### config.mk
export PLATFORM = sky130hd
export DESIGN_NAME = servo_pwm_gen_flat
export DESIGN_NICKNAME = d
export VERILOG_FILES = /design/src/rtl/servo_pwm_gen_pkg.sv /design/src/rtl/servo_pwm_gen_if.sv /design/src/rtl/servo_pwm_gen_frame_timer.sv /design/src/rtl/servo_pwm_gen.sv /design/src/flat_wrapper.sv
export SDC_FILE = /design/constraint.sdc
export NUM_CORES = 1
export LEC_CHECK = 0
export CAP_MARGIN = 15
export CORE_MARGIN = 2
export CORE_UTILIZATION = 40
export DETAILED_ROUTE_END_ITERATION = 8
export HOLD_SLACK_MARGIN = 0.05
export SLEW_MARGIN = 10
export SYNTH_ARGS = -nofsm -noshare
export SYNTH_HDL_FRONTEND = slang
export SYNTH_SLANG_ARGS = --single-unit
### constraint.sdc
create_clock -name clk -period 2 [get_ports clk]
set_input_delay 0.4 -clock clk [delete_from_list [all_inputs] [get_ports clk]]
set_output_delay 0.4 -clock clk [all_outputs]
set_load 0.02 [all_outputs]
### src/rtl/servo_pwm_gen_pkg.sv
// Shared types and 100 MHz default timing constants for the servo PWM generator.
package servo_pkg;

    localparam int POS_W = 8;
    localparam logic [POS_W-1:0] POS_RESET = 8'h80;

    localparam int FRAME_CYC_DEF = 2000000;
    localparam int MIN_CYC_DEF   = 100000;
    localparam int STEP_CYC_DEF  = 392;
    localparam int CNT_W_DEF     = 21;

    typedef enum logic [1:0] {
        IDLE,
        HIGH,
        LOW
    } servo_state_t;

endpackage

### src/rtl/servo_pwm_gen_if.sv
// Position in / pulse out bundle between the position counter and one servo pin driver.
interface servo_pwm_gen_if;
    import servo_pkg::*;

    logic             en;
    logic [POS_W-1:0] pos;
    logic             pwm_out;
    logic             frame_start;
    logic [POS_W-1:0] pos_applied;

    modport master (
        output en,
        output pos,
        input  pwm_out,
        input  frame_start,
        input  pos_applied
    );

    modport slave (
        input  en,
        input  pos,
        output pwm_out,
        output frame_start,
        output pos_applied
    );

endinterface

### src/rtl/servo_pwm_gen_frame_timer.sv
// Frame counter for the servo PWM generator, flagging the last cycle of the
// frame and the last cycle of the pulse.
module servo_frame_timer #(
    parameter int FRAME_CYC = 2000000,
    parameter int CNT_W     = 21
) (
    input  logic             clk,
    input  logic             rst_n,
    input  logic             i_clear,
    input  logic             i_enable,
    input  logic [CNT_W-1:0] i_hiCyc,
    output logic             o_terminal,
    output logic             o_pulseEnd
);

    logic [CNT_W-1:0] r_count;

    always_ff @(posedge clk or negedge rst_n) begin
        if (!rst_n) begin
            r_count <= '0;
        end else if (i_clear) begin
            r_count <= '0;
        end else if (i_enable) begin
            r_count <= r_count + CNT_W'(1);
        end
    end

    assign o_terminal = (r_count == CNT_W'(FRAME_CYC - 1));
    assign o_pulseEnd = (r_count == (i_hiCyc - CNT_W'(1)));

endmodule

### src/rtl/servo_pwm_gen.sv
// Hobby-servo PWM generator: fixed frame period, pulse width linear in the
// position sampled at each frame boundary.
module servo_pwm_gen
    import servo_pkg::*;
#(
    parameter int FRAME_CYC = FRAME_CYC_DEF,
    parameter int MIN_CYC   = MIN_CYC_DEF,
    parameter int STEP_CYC  = STEP_CYC_DEF,
    parameter int CNT_W     = CNT_W_DEF
) (
    input  logic             clk,
    input  logic             rst_n,
    servo_pwm_gen_if.slave   bus
);

    localparam logic [CNT_W-1:0] HI_RESET =
        CNT_W'(MIN_CYC) + CNT_W'(POS_RESET) * CNT_W'(STEP_CYC);

    servo_state_t     r_state;
    servo_state_t     w_nextState;
    logic             w_start;
    logic             w_clear;
    logic             w_enable;
    logic             w_terminal;
    logic             w_pulseEnd;
    logic [CNT_W-1:0] w_hiCycNext;
    logic [CNT_W-1:0] r_hiCyc;
    logic [POS_W-1:0] r_posApplied;
    logic             r_pwm;
    logic             r_frameStart;

    assign w_hiCycNext = CNT_W'(MIN_CYC) + CNT_W'(bus.pos) * CNT_W'(STEP_CYC);

    servo_frame_timer #(
        .FRAME_CYC (FRAME_CYC),
        .CNT_W     (CNT_W)
    ) u_timer (
        .clk        (clk),
        .rst_n      (rst_n),
        .i_clear    (w_clear),
        .i_enable   (w_enable),
        .i_hiCyc    (r_hiCyc),
        .o_terminal (w_terminal),
        .o_pulseEnd (w_pulseEnd)
    );

    always_ff @(posedge clk or negedge rst_n) begin
        if (!rst_n) begin
            r_state <= IDLE;
        end else begin
            r_state <= w_nextState;
        end
    end

    // A frame ends only at terminal count, so en dropping never cuts a pulse short.
    always_comb begin
        w_nextState = r_state;
        w_start     = 1'b0;
        w_clear     = 1'b0;
        w_enable    = 1'b0;
        case (r_state)
            IDLE: begin
                w_clear = 1'b1;
                if (bus.en) begin
                    w_start     = 1'b1;
                    w_nextState = HIGH;
                end
            end
            HIGH: begin
                w_enable = 1'b1;
                if (w_pulseEnd) begin
                    w_nextState = LOW;
                end
            end
            LOW: begin
                w_enable = 1'b1;
                if (w_terminal) begin
                    w_clear = 1'b1;
                    if (bus.en) begin
                        w_start     = 1'b1;
                        w_nextState = HIGH;
                    end else begin
                        w_nextState = IDLE;
                    end
                end
            end
            default: begin
                w_nextState = IDLE;
            end
        endcase
    end

    always_ff @(posedge clk or negedge rst_n) begin
        if (!rst_n) begin
            r_pwm        <= 1'b0;
            r_frameStart <= 1'b0;
            r_posApplied <= POS_RESET;
            r_hiCyc      <= HI_RESET;
        end else begin
            r_pwm        <= (w_nextState == HIGH);
            r_frameStart <= w_start;
            if (w_start) begin
                r_posApplied <= bus.pos;
                r_hiCyc      <= w_hiCycNext;
            end
        end
    end

    assign bus.pwm_out     = r_pwm;
    assign bus.frame_start = r_frameStart;
    assign bus.pos_applied = r_posApplied;

endmodule

### src/flat_wrapper.sv
// flat-port wrapper written by rule: the top's interface ports become plain ports
module servo_pwm_gen_flat import servo_pkg::*;
#(
    parameter int FRAME_CYC = FRAME_CYC_DEF,
    parameter int MIN_CYC   = MIN_CYC_DEF,
    parameter int STEP_CYC  = STEP_CYC_DEF,
    parameter int CNT_W     = CNT_W_DEF
)
  (clk, rst_n, bus_en, bus_pos, bus_pwm_out, bus_frame_start, bus_pos_applied);
  servo_pwm_gen_if bus_i ();
  input  logic clk;
  input  logic rst_n;
  input wire logic [$bits(bus_i.en)-1:0] bus_en;
  input wire logic [$bits(bus_i.pos)-1:0] bus_pos;
  output wire logic [$bits(bus_i.pwm_out)-1:0] bus_pwm_out;
  output wire logic [$bits(bus_i.frame_start)-1:0] bus_frame_start;
  output wire logic [$bits(bus_i.pos_applied)-1:0] bus_pos_applied;
  assign bus_i.en = bus_en;
  assign bus_i.pos = bus_pos;
  assign bus_pwm_out = bus_i.pwm_out;
  assign bus_frame_start = bus_i.frame_start;
  assign bus_pos_applied = bus_i.pos_applied;
  servo_pwm_gen #(.FRAME_CYC(FRAME_CYC), .MIN_CYC(MIN_CYC), .STEP_CYC(STEP_CYC), .CNT_W(CNT_W)) u_core (.clk(clk), .rst_n(rst_n), .bus(bus_i));
endmodule
=== Word-level counts from Yosys, hierarchy flattened ===
Index checks and enable logic that the tools add are counted.

* Register bits: 54

* $add $sub $neg: 3
* $mul: 1
* Equality and inequality tests: 5
* Multiplexer cells: 13
* Reductions and logical operators: 3

{| class="wikitable"
|+ Operators with widths
! operator !! count
|-
| 21-bit two-way mux || 2
|-
| 21-bit by 1-bit adder with 21-bit output, second input constant || 1
|-
| 21-bit equality test || 1
|-
| 21-bit equality test, second input constant || 1
|-
| 21-bit by 1-bit subtractor with 21-bit output, second input constant || 1
|-
| 17-bit by 17-bit adder with 18-bit output, first input constant || 1
|-
| 8-bit by 6-bit multiplier with 14-bit output, second input constant || 1
|-
| 2-bit two-way mux || 3
|-
| 2-bit case mux with 3 select lines || 1
|-
| 1-bit two-way mux || 5
|-
| 2-bit by 1-bit equality test with 1-bit output, second input constant || 2
|-
| 1-bit case mux with 2 select lines || 2
|-
| 2-bit equality test, second input constant || 1
|-
| 2-bit zero test || 1
|-
| 2-bit nonzero test || 1
|-
| 2-bit OR reduction || 1
|}

=== Depth between registers and ports, before layout ===
* Word-level depth: 5
* Depth in mapped cells: 13

=== Modules after synthesis ===
From an unflattened synthesis, not the netlist that was laid out.

* Cells, all modules: 420
* Area total of the unflattened synthesis: 3,729.8 sq um

{| class="wikitable"
|+ Modules (own cells, without submodules)
! module !! times used !! cells each !! area an instance (sq um) !! sequential area each (sq um)
|-
| servo_frame_timer || 1 || 224 || 1,893.1 || 525.5
|-
| servo_pwm_gen || 1 || 196 || 1,836.8 || 634.4
|}

=== Worst setup path before layout ===
OpenSTA, ideal clock, no wires.

* Path kind: in2reg
* From: in bus_pos[1]
* To: reg u_core.r_hiCyc[15]
* Library setup time: 0.126 ns
* Arrival time: 3.162 ns
* Required time: 1.874 ns
* Slack: -1.288 ns
* Stages on the path: 12
* Path through: ha_1 -> fa_1 -> ha_1 -> ha_1 -> inv_1 -> fa_1 -> nor2b_1 -> a21oi_1 -> nor3b_1 -> nand3_1 -> xnor2_1 -> o21ai_0

* Longest elaborated chain between the ends: 2

{| class="wikitable"
|+ RTL lines
! item !! RTL line !! source
|-
| from (decl) || flat_wrapper.sv:14 || <nowiki>input wire logic [$bits(bus_i.pos)-1:0] bus_pos;</nowiki>
|-
| 8-bit by 6-bit multiplier with 14-bit output || servo_pwm_gen.sv:32 || <nowiki>assign w_hiCycNext = CNT_W'(MIN_CYC) + CNT_W'(bus.pos) * CNT_W'(STEP_CYC);</nowiki>
|-
| 17-bit by 17-bit adder with 18-bit output || servo_pwm_gen.sv:32 ||
|-
| to (signal assigned) || servo_pwm_gen.sv:104 || <nowiki>r_hiCyc <= w_hiCycNext;</nowiki>
|-
| to (decl) || servo_pwm_gen.sv:27 || <nowiki>logic [CNT_W-1:0] r_hiCyc;</nowiki>
|}

Every way passes these cells.
A chain may end at the register's enable or synchronous reset.

=== Final worst setup path ===
Ends and elaborated chain as after synthesis.

==> metrics.md <==
| Metric | Value |
|---|---|
| Outcome | `complete, but fails checks` |
| Failing checks | `setup timing` |
| Clk sinks | `46` |
| Lkg Pwr | `~2.3 nW` |
| H-tree depth | `2` |
| VDD IR max | `just over 0.0005 V` |
| Slew Limit Fails | `0` |
| Final Hold Slack | `roughly 80 ps` |
| Worst slew margin | `between 60% and 70%` |
| Reg clk slew, reported paths | `around 90 ps` |
| Vias post-DR | `just over 3000` |
| IO Pins | `21` |
| Antenna cell count | `0` |
| First-pass GRT wire length | `about 14000 um` |
| Post-Synthesis Cells | `~380` |
| Yosys cell types | `57` |
| Largest net degree at the start of global routing | `25` |
| Routed Antenna Nets | `0` |
| Layout cell share with drive strength beyond 1 | `40.5%` |
| EDFF count, synth | `0` |
| Syn. warnings | `0` |
| Worst-Margin Slew | `around 550 ps` |
| Ranking of synthesized cells by area | `dfrtp_1 28%, ha_1 11%, xor2_1 6.1%, xnor2_1 5.8%, dfstp_2 5.3%` |
| DPL Wire Length | `between 6000 and 7000 um` |
| Fin. Hold Viols | `0` |
| DIE AREA | `9420 sq um` |
| CTS buffer count | `5` |
| # setup viols final | `36` |
| # DRC | `0` |
| Drt pass-1 iters | `4` |
| Crit share post-route | `146%` |
| Yosys top cell area share | `~28%` |
| Final Core Density | `between 60% and 70%` |
| Clk Tree Root Cell | `clkbuf_8` |
| P per Cell Area | `between 1000 and 1500 nW/um^2` |
| Crit path capture type | `flip-flop` |
| Clk_lat worst skew | `300 ps` |
| Most common cell after layout, fill and taps aside | `buf_4` |
| Wirelength per Cell | `between 15 and 20 um` |
| Drt total wl | `approximately 9000 um` |
| Most frequent cells in the layout | `83 x buf_4, 37 x dfrtp_1, 33 x nand2_1, 27 x nor2_1, 22 x xor2_1` |
| Multi-input logic area | `2520 sq um` |
| CP delay by family, top | `adder cells` |
| Bufs on Longest Clock Path | `2` |
| Max Cap Viol | `0` |
| Row count | `33` |
| Commonest register cell after synthesis | `dfrtp_1` |
| CP cell instances | `buf_6 > ha_4 > fa_1 > ha_1 > ha_2 > inv_2 > fa_2 > nor2b_4 > a21oi_2 > nor3b_4 > nand3_2 > xnor2_2 > o21ai_1` |
| Initial Util | `roughly two fifths` |
| Nets@finish | `530` |
| Worst EP required | `2220 ps` |
| TritonCTS clock tree | `built` |
| Initial antenna violation count | `0` |
| Area leader, netlist | `dfrtp_1` |
| Type of the worst min-delay path | `input port to asynchronous set/reset pin` |
| Fill cells | `just under 700` |
| Placer Congestion | `0.901` |
| Buf/Inv on CP | `2` |
| Grt total ovfl | `0` |
| Core region area | `8300 sq um` |
| Post-route setup slack | `-912 ps` |
| GRT Total Usage | `around 19%` |
| Sequential cell area fraction in the yosys report | `approximately 33%` |
| Die Y | `97.1 um` |
| Non-filler cells in the finished layout | `591` |
| Die width | `about 97 um` |
| Fin area | `about 5000 sq um` |
| Vias per inst | `5.24` |
| Register cell area after layout | `around 1200 sq um` |
| Achievable frequency | `~0.34 GHz` |
| Crit-path slowest cell | `fa_2` |
| Syn Nets | `roughly 430` |
| Number of global-route vias before repair | `around 3100` |
| Port bufs | `20` |
| Critical path class | `input port to flip-flop` |
| FF+latch count, synth | `between 40 and 50` |
| Dpl cells | `between 500 and 600` |
| Area post-placement | `between 4000 and 5000 sq um` |
| RSZ-0062 raised after global routing | `yes` |
| DR iter-0 viols | `between 70 and 80` |
| Area growth, synth to finish | `47.0%` |
| Skew final | `12.3 ps` |
| Crit path time final | `roughly 2900 ps` |
| FFs w/ async S/R, synth | `between 90% and 100%` |
| Arrival @ worst endpoint | `3130 ps` |
| Hold buffers post-CTS | `0` |
| Mapped Area | `between 3000 and 4000 sq um` |
| CP startpoint kind | `input port` |
| Synthesized area per cell | `approximately 9 sq um` |
| Max incr delay on CP | `approximately 450 ps` |
| Worst-path maximum fanout | `3` |
-- synthesized netlist by cell type (all sizes together), types with 7 or more instances --
cell type and n:
nor2 31, dfstp 7, xor2 24, nand4 12
o21ai 20, clkbuf 9, nand3 13, inv 21
ha 31, dfrtp 39, a21oi 8, mux2 7
nand2 40, nor3 12, buf 10, xnor2 23
-- area by class of cell --
| cell class | count | area share (%) |
|---|---|---|
| sequential | 46 | 22.8 |
| timing repair buffer | 116 | 20.6 |
| clock inverter | 2 | 1.18 |
| multi-input combinational | 295 | 49.6 |
| inverter | 21 | 1.60 |
| clock buffer | 6 | 1.62 |
| tap | 105 | 2.58 |
-- kinds of logic after synthesis --
logic type,Yosys count,share of synthesized area [%]
adders and majority gates,34,12.9
AOI/OAI and AO/OA,61,12.0
muxes,7,2.28
and+or+nand+nor,145,21.2
buffers and inverters,40,5.56
xor gates and xnor gates,48,12.5
DFF,46,33.5
-- sequential cells by signal (all words and copies together) (netlist names) --
signal / count
u_core.r_state: 2
u_core.bus.pos_applied: 8
u_core.u_timer.r_count: 21
u_core.bus.frame_start: 1
u_core.bus.pwm_out: 1
u_core.r_hiCyc: 13
-- metrics by stage --
step           power (mW)  setup WS (ps)  TNS, ps
2_1_floorplan        2.82          -1000    -6840
3_3_place_gp         3.75          -1600   -14790
3_5_place_dp         3.83          -1690   -15420
4_1_cts              4.98           -858    -8790
5_1_grt              5.62           -993   -11100
6_report             5.28           -912    -9930
-- repair_timing --
action                                  4_1_cts  5_1_grt
pin swaps                                    24       31
resized for setup                            70       52
setup buffers                                 6       12
endpoints found under the setup margin       25       27
endpoints found under the hold margin         0        0
cloned                                        1        4
-- power by group --
| part | internal [mW] | switching, mW |
|---|---|---|
| logic | 1.61 | 1.35 |
| registers | 1.21 | 0.248 |
| clock network | 0.533 | 0.327 |
| total | 3.35 | 1.93 |
-- layer usage --
layer | up-vias | global-route usage, % | wire (um)
met5 | - | 0 | 0
li1 | 1538 | - | -
met2 | 40 | 34.1 | 4750
met4 | 0 | 4.12 | 135
met3 | 13 | 2.59 | 188
met1 | 1508 | 22.9 | 3850
-- worst paths after layout --
path,startpoint,endpoint,slack [ps],cells after the start
setup reg to reg,u_core.u_timer.r_count[13],u_core.r_hiCyc[11],-350,7
hold reg to reg,u_core.bus.pos_applied[7],u_core.bus.pos_applied[7],490,2
hold / removal,rst_n,u_core.u_timer.r_count[9],80,1
min in group clk,bus_pos[2],u_core.r_hiCyc[5],360,3
max in group asynchronous,rst_n,u_core.r_hiCyc[9],1320,2
setup / recovery,bus_pos[1],u_core.r_hiCyc[15],-910,13
Power figures use the tool's default switching activity.
